<file path="src/rtl/tft_rx_timing.sv">
`timescale 1ns/1ps
// TFT receive timing recovery: measures line/frame geometry from de/hs/vs,
// locks once two consecutive frames agree, and forwards pixels with x/y.
module tft_rx_timing #(
   parameter int DATA_W = 16
) (
   input  logic              clk_33M,
   input  logic              rst_n,
   input  logic              TFT_de,
   input  logic              TFT_hs,
   input  logic              TFT_vs,
   input  logic [DATA_W-1:0] TFT_rgb,
   output logic              pix_valid,
   output logic [DATA_W-1:0] pix_data,
   output logic [11:0]       pix_x,
   output logic [11:0]       pix_y,
   output logic              frame_start,
   output logic [11:0]       h_total,
   output logic [11:0]       h_active,
   output logic [11:0]       v_total,
   output logic [11:0]       v_active,
   output logic              locked,
   output logic              timing_err
);

   localparam int CW = 12;
   localparam logic [CW-1:0] CMAX = '1;
   localparam logic [CW-1:0] ONE  = CW'(1);

   typedef enum logic [1:0] {SEARCH, MEASURE, LOCKED} state_t;

   function automatic logic [CW-1:0] sat_inc(input logic [CW-1:0] v);
      return (v == CMAX) ? v : v + ONE;
   endfunction

   state_t              state;
   logic                vld_p0, hs_p0, vs_p0;
   logic [DATA_W-1:0]   rgb_p0;
   logic                vld_p1, hs_p1, vs_p1;
   logic [CW-1:0]       hcnt, decnt, lcnt, acnt, y_cnt;
   logic [CW-1:0]       line_len, line_act;
   logic                line_de;

   logic                hs_edge, vs_edge, de_rise, de_fall;
   logic                line_de_c, first_de;
   logic [CW-1:0]       cur_ht, cur_ha, cur_vt, cur_va;
   logic                cap_match, cap_nz;

   assign hs_edge   = !hs_p0 && hs_p1;
   assign vs_edge   = !vs_p0 && vs_p1;
   assign de_rise   = vld_p0 && !vld_p1;
   assign de_fall   = !vld_p0 && vld_p1;
   // A pixel coinciding with an hs edge belongs to the new line.
   assign line_de_c = hs_edge ? 1'b0 : line_de;
   assign first_de  = vld_p0 && !line_de_c;

   // Captures see the line that ends in this very cycle, if any.
   assign cur_ht    = hs_edge ? sat_inc(hcnt) : line_len;
   assign cur_ha    = de_fall ? decnt : line_act;
   assign cur_vt    = lcnt;
   assign cur_va    = acnt;
   assign cap_match = (cur_ht == h_total) && (cur_ha == h_active) &&
                      (cur_vt == v_total) && (cur_va == v_active);
   assign cap_nz    = (cur_ha != '0) && (cur_va != '0);

   // Stage p0: input registers; stage p1: delayed copies for edge detection
   always_ff @(posedge clk_33M or negedge rst_n) begin
      if (!rst_n) begin
         vld_p0 <= 1'b0;
         hs_p0  <= 1'b1;
         vs_p0  <= 1'b1;
         rgb_p0 <= '0;
         vld_p1 <= 1'b0;
         hs_p1  <= 1'b1;
         vs_p1  <= 1'b1;
      end else begin
         vld_p0 <= TFT_de;
         hs_p0  <= TFT_hs;
         vs_p0  <= TFT_vs;
         rgb_p0 <= TFT_rgb;
         vld_p1 <= vld_p0;
         hs_p1  <= hs_p0;
         vs_p1  <= vs_p0;
      end
   end

   // Timing measurement counters, all saturating
   always_ff @(posedge clk_33M or negedge rst_n) begin
      if (!rst_n) begin
         hcnt     <= '0;
         decnt    <= '0;
         lcnt     <= '0;
         acnt     <= '0;
         y_cnt    <= '0;
         line_len <= '0;
         line_act <= '0;
         line_de  <= 1'b0;
      end else begin
         if (hs_edge) begin
            line_len <= sat_inc(hcnt);
            hcnt     <= '0;
            decnt    <= {{(CW-1){1'b0}}, vld_p0};
         end else begin
            hcnt <= sat_inc(hcnt);
            if (vld_p0) decnt <= sat_inc(decnt);
         end
         if (de_fall) line_act <= decnt;
         line_de <= line_de_c | vld_p0;

         if (vs_edge) begin
            lcnt <= hs_edge ? ONE : '0;
            acnt <= first_de ? ONE : '0;
         end else begin
            if (hs_edge)  lcnt <= sat_inc(lcnt);
            if (first_de) acnt <= sat_inc(acnt);
         end

         if (vs_edge)      y_cnt <= '0;
         else if (de_fall) y_cnt <= sat_inc(y_cnt);
      end
   end

   // Stage p2: pixel outputs and the lock FSM
   always_ff @(posedge clk_33M or negedge rst_n) begin
      if (!rst_n) begin
         state       <= SEARCH;
         pix_valid   <= 1'b0;
         pix_data    <= '0;
         pix_x       <= '0;
         pix_y       <= '0;
         frame_start <= 1'b0;
         h_total     <= '0;
         h_active    <= '0;
         v_total     <= '0;
         v_active    <= '0;
         locked      <= 1'b0;
         timing_err  <= 1'b0;
      end else begin
         pix_data  <= rgb_p0;
         pix_valid <= vld_p0 && ((state != SEARCH) || vs_edge);
         pix_y     <= vs_edge ? '0 : y_cnt;
         if (de_rise || hs_edge) pix_x <= '0;
         else if (vld_p0)        pix_x <= sat_inc(pix_x);

         frame_start <= 1'b0;
         timing_err  <= 1'b0;
         case (state)
            SEARCH: begin
               if (vs_edge) state <= MEASURE;
            end
            MEASURE: begin
               if (vs_edge) begin
                  frame_start <= 1'b1;
                  h_total     <= cur_ht;
                  h_active    <= cur_ha;
                  v_total     <= cur_vt;
                  v_active    <= cur_va;
                  if (cap_match && cap_nz) begin
                     state  <= LOCKED;
                     locked <= 1'b1;
                  end
               end
            end
            LOCKED: begin
               if (vs_edge) begin
                  frame_start <= 1'b1;
                  if (!cap_match) begin
                     timing_err <= 1'b1;
                     h_total    <= cur_ht;
                     h_active   <= cur_ha;
                     v_total    <= cur_vt;
                     v_active   <= cur_va;
                     state      <= MEASURE;
                     locked     <= 1'b0;
                  end
               end
            end
            default: begin
               state  <= SEARCH;
               locked <= 1'b0;
            end
         endcase
      end
   end

endmodule

</file>
<file path="config.mk">
export PLATFORM = sky130hd
export DESIGN_NAME = tft_rx_timing
export DESIGN_NICKNAME = d
export VERILOG_FILES = /design/src/rtl/tft_rx_timing.sv
export SDC_FILE = /design/constraint.sdc
export NUM_CORES = 1
export LEC_CHECK = 0
export CAP_MARGIN = 20
export CORE_MARGIN = 2
export CORE_UTILIZATION = 45
export DETAILED_ROUTE_END_ITERATION = 8
export DONT_BUFFER_PORTS = 1
export GPL_TIMING_DRIVEN = 0
export PLACE_DENSITY = 0.62
export REMOVE_ABC_BUFFERS = 1
export SLEW_MARGIN = 5
export SYNTH_ARGS = -nofsm -noshare
export SYNTH_HDL_FRONTEND = slang
export SYNTH_SLANG_ARGS = --single-unit
</file>
<file path="constraint.sdc">
create_clock -name clk_33M -period 3.75 [get_ports clk_33M]
set_clock_uncertainty 0.05 [all_clocks]
set_input_delay 0.375 -clock clk_33M [delete_from_list [all_inputs] [get_ports clk_33M]]
set_output_delay 0.375 -clock clk_33M [all_outputs]
set_load 0.005 [all_outputs]
</file>
; ---- Word level (Yosys, flattened, before mapping)
; Index checks and enable logic that the tools add are counted.
; Widths: inputs -> output; s select.
[word_totals]
register_bits = 201
latch_bits = 0
ramBits = 0
mem_bits_ro = 0
in_bits = 21
out_inout_bits = 92
word_cells = 149
memories = 0
[op_classes]
addsub = 6
mul = 0
n_div = 0
n_lt_le_gt_ge = 0
n_eq_ne = 22
shifts = 0
n_mux = 55
n_bitwise = 2
n_reduce_logical = 37
[op_table]
columns = op, count
row1 = $mux 12, 32
row2 = $pmux 12 s2, 4
row3 = $add 12x1->12 const B, 6
row4 = $eq 12x12->1 const B, 6
row5 = $eq 12x12->1, 4
row6 = $reduce_bool 12->1, 2
row7 = $ne 2x2->1 const B, 10
row8 = $reduce_bool 2->1, 7
row9 = $mux 1, 12
row10 = $logic_and 1x1->1, 11
row11 = $mux 2, 5
row12 = $reduce_and 2->1, 5
row13 = $reduce_and 5->1, 2
row14 = $pmux 2 s3, 1
row15 = $logic_not 1->1, 5
row16 = $reduce_and 4->1, 1
row17 = $pmux 1 s3, 1
row18 = $eq 2x1->1 const B, 1
row19 = $eq 2x2->1 const B, 1
row20 = $logic_not 2->1, 1
row21 = $logic_or 1x1->1, 2
row22 = $reduce_or 2->1, 1
row23 = $not 1->1, 1
row24 = $or 1x1->1, 1

; ---- Depth between registers and ports, before layout
; Gate-level depths: netlist of run 1.
[logic_depth]
word_depth = 11
ltp_mapped = 13
mapped_depth_nobuf = 10

; ---- Worst setup path after synthesis of run 1
; OpenSTA, ideal clock, no wires.
[synth_path]
path_type = register to register
startpoint = register hcnt[0]
endpoint = register h_total[1]
setup_ns = 0.128
arrival_ns = 3.072
required_time_ns = 3.572
path_slack_ns = 0.500
path_stages_with_launch = 14
n_path_buf = 3
period_less_slack_ns = 3.250
path_cell_list = dfrtp_1 > ha_1 > and4_1 > and4_1 > buf_2 > nor2_1 > a21oi_1 > xor2_1 > or3_1 > o31a_1 > o21ai_2 > buf_6 > buf_6 > mux2_1
[synth_via]
elab_chain_cells = 9
elab_cells_between_ends = 14
cone_classes = add/sub: 1 / eq/ne: 3 / mux: 6 / reduce/logical: 4
[synth_rtl]
columns = element, line_no
row1 = from (decl), 40  ; logic [CW-1:0] hcnt, decnt, lcnt, acnt, y_cnt;
row2 = from (signal assigned), 104  ; hcnt <= sat_inc(hcnt);
row3 = $add 12x1->12 or $eq 12x12->1 (tied branches), 33  ; return (v == CMAX) ? v : v + ONE;
row4 = $mux 12 * (2 in a row), -
row5 = via cur_ht[5], 46  ; logic [CW-1:0] cur_ht, cur_ha, cur_vt, cur_va;
row6 = $eq 12x12->1 *, 62  ; assign cap_match = (cur_ht == h_total) && (cur_ha == h_active) &&
row7 = $logic_and 1x1->1 * (2 in a row), 62
row8 = $logic_and 1x1->1 *, 63  ; (cur_vt == v_total) && (cur_va == v_active);
row9 = $ne 2x2->1 (no line) *, -
row10 = $reduce_and 4->1 (no line) *, -
row11 = to (signal assigned), 154  ; h_total <= cur_ht;
row12 = to (signal assigned), 169  ; h_total <= cur_ht;
row13 = to (decl), 18  ; output logic [11:0] h_total,
; Mark *: on every way through the listed nets, which the timed path passes. The rest lies on a longest branch. The select of a mux whose other input is x is not followed.
; A chain may end at the register's enable or synchronous reset.

; ---- Worst setup path in the final report of run 1
[layout_path]
startpoint = register vld_p1
endpoint = register v_active[7]
[layout_via]
elab_chain_cells = 8
[layout_rtl]
columns = element, line_no
row1 = from (decl), 39  ; logic vld_p1, hs_p1, vs_p1;
row2 = from (signal assigned), 81  ; vld_p1 <= vld_p0;
row3 = $logic_and 1x1->1, 52  ; assign de_fall = !vld_p0 && vld_p1;
row4 = $mux 12, -
row5 = via cur_ha[10], 46
row6 = $eq 12x12->1, 62
row7 = $logic_and 1x1->1 (2 in a row), 62
row8 = $logic_and 1x1->1, 63
row9 = $ne 2x2->1 (no line), -
row10 = $reduce_and 4->1 (no line), -
row11 = to (signal assigned), 157  ; v_active <= cur_va;
row12 = to (signal assigned), 172  ; v_active <= cur_va;
row13 = to (decl), 21  ; output logic [11:0] v_active,
; The timed path passes the listed nets, and every way through them passes these cells.

==> metrics.csv, run 1 <==
metric,value,unit
Max Cap Viol,0,
CTS tree,built,
overall power,0.005679,W
Synthesis Warnings,0,
Fillers,1676,
Total Wirelength,18360,um
period utilization,95.11,%
Die Width,143.9,um
final setup margin,0.1833,ns
worst slew pin tran,0.8479,ns
post-synthesis sequential area ratio,57.17,%
"EDFF count, synth",0,
CTS clock-pin slew for the worst setup and hold paths,0.06,ns
Longest Clk Path Bufs,3,
GRT Total Usage,17.96,%
root buffer selected by CTS,clkbuf_16,
clock sink count,201,
setup_tns,0,ns
Synth Area in Adders,1.563,%
DRT Pass-1 Iters,5,
post-synthesis simple-gate area fraction,14.52,%
outcome,"finished, violations left",
post-DR wirelength/cell,17.03,um
flop-to-flop setup slack,0.18,ns
Hold WS,-0.4743,ns
Slew Limit Fails,0,
initial core utilization,45.55,%
largest family of logic cells by synthesized area,simple AND/OR/NAND/NOR gates,
final setup vio count,0,
Initial DRC Count,294,
"FF+latch count, synth",201,
Post-Synthesis Cells,769,
worst vdd ir,369.4,uV
largest net degree at the start of global routing,202,
die area,20710,um^2
Synth Cell Area,8807,um^2
DRC Markers,0,
Worst Path Required,4.08,ns
Crit Path Class,reg2reg,
Post-Synth XOR/XNOR Area,9.646,%
first-pass GRT wire length,29750,um
Final Hold Fails,201,
Via-to-Cell Ratio,5.335,
Post-DRT Antenna Nets,0,
H-tree levels,1,
# diodes,0,
"Primary FF master, synth",dfrtp_1,
"most common cell after layout, fill and taps aside",dfrtp_1,
FF-to-FF path depth,11,
FMAX,280.4,MHz
pre-CTS setup slack,-0.6839,ns
Vias,5751,
mux contribution to synthesized area,8.439,%
Compound-Gate Fraction of Synth Area,6.095,%
P per Cell Area,558.3,nW/um^2
area post-placement,9089,um^2
worst min path class,in2async,
Avg Inst Size Synth,11.45,um^2
crit-path max FO,24,
I/O pin cnt,113,
crit path from,vld_p1,
clk_lat worst skew,0.50,ns
"Hold-fix buffers, CTS",19,
IO Port Bufs,0,
Die Height,143.9,um
final instance area,10170,um^2
CTS buffer count,23,
reg2reg end,v_active[7],
CP endpoint,v_active[7],
Synth async-reset ratio,100.0,%
share of cells above drive strength 1,13.65,%
crit path capture type,register,
relative slew slack,43.36,%
GRT overflow,0,
top-area cell type share of the netlist area,55.97,%
FP Rows,51,
GP Congestion,0.8093,
nets,829,
Synth cell types,56,
antenna violations before repair,0,
CP startpoint kind,register,
"area leader, netlist",dfrtp_1,
CP arrival,3.90,ns
largest cells by area after synthesis,"dfrtp_1, xor2_1, mux2_2",
Leakage Power,4.777,nW
Layout area overhead,15.49,%
worst r2r src,vld_p1,
minimum clock period,3.567,ns
Placeable Area,19330,um^2
failing checks,negative hold slack,
most frequent cells in the layout,"dfrtp_1, nor2_1, xor2_1, mux2_2, nand2_1",
vias in the first global route,5821,
DP HPWL,12210,um
==> logic make-up (layout without fill, tap and decap cells) <==
kind of cell,Yosys count,count (layout)
flip-flops,201,201
AND/OR/NAND/NOR,255,255
multiplexers,66,66
adder cells (fa/ha/maj),11,11
buffers and inverters,50,94
AO/OA/AOI/OAI,89,89
XOR/XNOR,97,97
==> per-layer routing <==
layer  up-vias  wire [um]  GRT usage [%]
li1       2710          -              -
met4         0        296          5.263
met1      2893       8170          24.08
met3        28       1123          4.232
met5         -          0              0
met2       120       8772          29.20
==> final cells by class <==
| type | count | area [um^2] | share of cell area (%) |
|---|---|---|---|
| flip-flops and latches | 201 | 5037 | 49.53 |
| clock inverters | 8 | 96.34 | 0.9472 |
| inverters | 21 | 78.83 | 0.7750 |
| well taps | 265 | 331.6 | 3.260 |
| multi-input cells | 518 | 3611 | 35.50 |
| clock buffers | 33 | 663.1 | 6.520 |
| repair buffers | 32 | 352.8 | 3.469 |
==> Yosys cell counts (2+ instances only) <==
library cell and instances:
dfstp_2 4, o21ai_1 2, clkbuf_1 16, mux2_1 20, nor2b_1 4, buf_1 3
dfrtp_1 197, xor2_1 65, nor2_1 79, a22oi_1 2, nand2b_1 5, nor4_1 13
buf_2 4, and3_1 11, mux2_2 38, mux2_4 2, inv_1 21, a21o_1 2
and2_1 15, or3_1 12, mux2i_1 6, o21ai_0 28, a31oi_1 10, o311a_1 2
buf_4 3, xnor2_1 32, buf_6 3, nand2_1 38, nand4_1 19, a21oi_1 27
and4_1 6, nor3_1 14, nand3_1 33, ha_1 11
==> report_power, final <==
group	switching [W]	internal (W)	total (W)	leakage, nW
registers	0.000223	0.00236	0.00259	2.65
clock network	0.000856	0.00136	0.00222	0.374
logic	0.000437	0.000434	0.000871	1.75
==> flip-flops by register name, summed over array words and instances, names as in the netlist, 2 cells and up <==
register  flops
acnt         12
v_total      12
h_total      12
pix_x        12
hcnt         12
pix_y        12
state         2
pix_data     16
y_cnt        12
cur_vt       12
v_active     12
rgb_p0       16
line_act     12
decnt        12
line_len     12
h_active     12
==> how the worst min path moves through the flow <==
stage / slack (ns) / depth (start not counted) / end
global route: -0.49 / 0 / line_len[8]
finish: -0.47 / 0 / line_len[1]
floorplan: 0.03 / 0 / acnt[0]
global placement: 0.04 / 0 / h_total[8]
CTS: -0.49 / 0 / h_active[5]
detailed placement: 0.04 / 0 / h_total[6]
==> critical path, cell delays in order (launching register included) <==
cell	delay [ns]
dfrtp_1	0.47
nor2b_4	0.32
mux2_2	0.43
xor2_1	0.15
nor4_1	0.33
and3_1	0.24
o2111ai_2	0.18
o31a_1	0.33
o21ai_4	0.20
buf_16	0.19
buf_16	0.18
mux2_2	0.35
==> through the flow <==
step | cells | util [%]
after floorplan | 740 | -
after global placement | 1005 | 46.50
after detailed placement | 1008 | 47.01
after CTS | 1070 | 52.09
after global routing | 1078 | 52.60
final | 1078 | 52.60
==> what timing repair did <==
action / in CTS / in global routing
buffers inserted: 2 / 8
pin swaps: 2 / 1
endpoints found under the hold margin: 220 / 201
setup endpoints to repair: 48 / 30
gates resized for setup: 6 / 8
(Power assumes the default switching activity.)
==> inputs of run 2 (changes only) <==
--- a/config.mk
+++ b/config.mk
@@ -6,7 +6,6 @@
 export NUM_CORES = 1
 export LEC_CHECK = 0
 export CAP_MARGIN = 20
-export CORE_MARGIN = 2
 export CORE_UTILIZATION = 45
 export DETAILED_ROUTE_END_ITERATION = 8
 export DONT_BUFFER_PORTS = 1
==> metrics.csv, run 2 (synthesized netlist as in run 1, its figures left out) <==
metric,value,unit,change
setup_tns,0,ns,unchanged
post-DR wirelength/cell,18.17,um,was 17.03 um
period utilization,96.60,%,was 95.11%
largest net degree at the start of global routing,202,,unchanged
crit path capture type,register,,unchanged
CTS tree,built,,unchanged
share of cells above drive strength 1,12.76,%,was 13.65%
failing checks,negative hold slack,,unchanged
"most common cell after layout, fill and taps aside",dfrtp_1,,unchanged
antenna violations before repair,0,,unchanged
GP Congestion,0.8037,,was 0.8093
Die Height,141.9,um,was 143.9 um
minimum clock period,3.623,ns,was 3.567 ns
Hold WS,-0.4757,ns,was -0.4743 ns
unrepaired setup endpoints after global routing,no,,
Die Width,141.9,um,was 143.9 um
CTS clock-pin slew for the worst setup and hold paths,0.06,ns,about the same
family with the most delay on the worst path,simple AND/OR/NAND/NOR gates,,unchanged
worst path buffer plus inverter count,1,,was 2
first-pass GRT wire length,31150,um,was 29750 um
Max Cap Viol,0,,unchanged
worst slew pin tran,0.8366,ns,was 0.8479 ns
FF-to-FF path depth,10,,was 11
most frequent cells in the layout,"dfrtp_1, nor2_1, xor2_1, mux2_2, nand2_1",,unchanged
Leakage Power,4.738,nW,was 4.777 nW
Placeable Area,18960,um^2,was 19330 um^2
GRT Total Usage,19.55,%,was 17.96%
Initial DRC Count,431,,was 294
nets,823,,was 829
I/O pin cnt,113,,unchanged
DRC Markers,0,,unchanged
Post-DRT Antenna Nets,0,,unchanged
Longest Clk Path Bufs,3,,unchanged
Crit Path Class,reg2reg,,unchanged
vias in the first global route,5930,,was 5821
cell chain of the critical path,"nand2b_4, mux2_2, xor2_1, nor3_1, and3_1, o2111ai_2, o31a_4, o21ai_4, buf_12, mux2_2",,"was nor2b_4, mux2_2, xor2_1, nor4_1, and3_1, o2111ai_2, o31a_1, o21ai_4, buf_16, buf_16, mux2_2"
Slew Limit Fails,0,,unchanged
Layout area overhead,14.73,%,was 15.49%
CTS buffer count,23,,unchanged
CP arrival,3.95,ns,was 3.90 ns
FMAX,276.0,MHz,was 280.4 MHz
crit-path max FO,25,,was 24
IO Port Bufs,0,,unchanged
DRT Pass-1 Iters,4,,was 5
overall power,0.005722,W,was 0.005679 W
# diodes,0,,unchanged
worst r2r src,vld_p0,,was vld_p1
die area,20140,um^2,was 20710 um^2
crit-path most repeated cell,mux2_2,,
Via-to-Cell Ratio,5.425,,was 5.335
outcome,"finished, violations left",,unchanged
DP HPWL,12290,um,was 12210 um
worst min path class,in2async,,unchanged
clock sink count,201,,unchanged
final setup vio count,0,,unchanged
relative slew slack,43.97,%,was 43.36%
GRT overflow,0,,unchanged
FP Rows,50,,was 51
reg2reg end,v_total[0],,was v_active[7]
H-tree levels,1,,unchanged
Worst Path Required,4.08,ns,about the same
flop-to-flop setup slack,0.13,ns,was 0.18 ns
"Largest stage delay, worst path",0.54,ns,was 0.47 ns
Vias,5789,,was 5751
Final Hold Fails,201,,unchanged
initial core utilization,46.46,%,was 45.55%
P per Cell Area,566.3,nW/um^2,was 558.3 nW/um^2
Fillers,1657,,was 1676
worst vdd ir,326.6,uV,was 369.4 uV
CP startpoint kind,register,,unchanged
crit path max-delay cell type,dfrtp_4,,was dfrtp_1
Regs by FF count,"pix_data x16, rgb_p0 x16",,unchanged
clk_lat worst skew,0.51,ns,was 0.50 ns
root buffer selected by CTS,clkbuf_16,,unchanged
"Hold-fix buffers, CTS",19,,unchanged
Total Wirelength,19380,um,was 18360 um
run 2: repair_timing:
action                                  CTS  global route
gates resized for setup                   6            11
endpoints found under the setup margin   48            48
endpoints found under the hold margin   220           201
pin swaps                                 2             1
setup buffers                             2             1
cloned                                    1             1
run 2: worst max path at each step:
stage | startpoint | slack [ns] | depth (start not counted) | end
2_1_floorplan | hs_p1 | -0.92 | 8 | h_active[11]
3_3_place_gp | hs_p1 | -2.65 | 8 | v_active[11]
3_5_place_dp | vld_p0 | -0.92 | 10 | v_total[0]
4_1_cts | hcnt[0] | 0.002 | 11 | v_total[0]
5_1_grt | vld_p0 | 0.000003 | 10 | v_total[0]
6_report | vld_p0 | 0.13 | 10 | v_total[0]
run 2: cell type report:
class / instances / area, um^2 / share of cell area, %
clock buffers: 34 / 656.9 / 6.501
clock inverters: 7 / 110.1 / 1.090
inverters: 21 / 78.83 / 0.7801
multi-input cells: 520 / 3641 / 36.03
flip-flops and latches: 201 / 5040 / 49.88
well taps: 260 / 325.3 / 3.219
repair buffers: 24 / 252.7 / 2.501
run 2: layer usage:
layer / vias up / track usage (%) / share of wire (%)
met5: - / 0 / 0
met4: 0 / 6.565 / 2.8
met3: 34 / 5.231 / 6.3
met2: 147 / 31.29 / 47
met1: 2902 / 25.79 / 44
li1: 2706 / - / -
run 2: through the flow:
step	area (um^2)	hold slack (ns)	instances	setup slack [ns]	util [%]
2_1_floorplan	8660	0.02941	740	-0.9173	-
3_3_place_gp	8985	0.03416	1000	-2.651	47.40
3_5_place_dp	9047	0.03235	1002	-0.9165	47.73
4_1_cts	10050	-0.5046	1065	0.002150	53.00
5_1_grt	10100	-0.4968	1067	0.000002665	53.31
6_report	10100	-0.4757	1067	0.1273	53.31
run 2: power by group:
part	switching (W)	total [W]	internal, W
clock network	0.000857	0.00227	0.00141
logic	0.000454	0.000863	0.000409
registers	0.000226	0.00259	0.00236
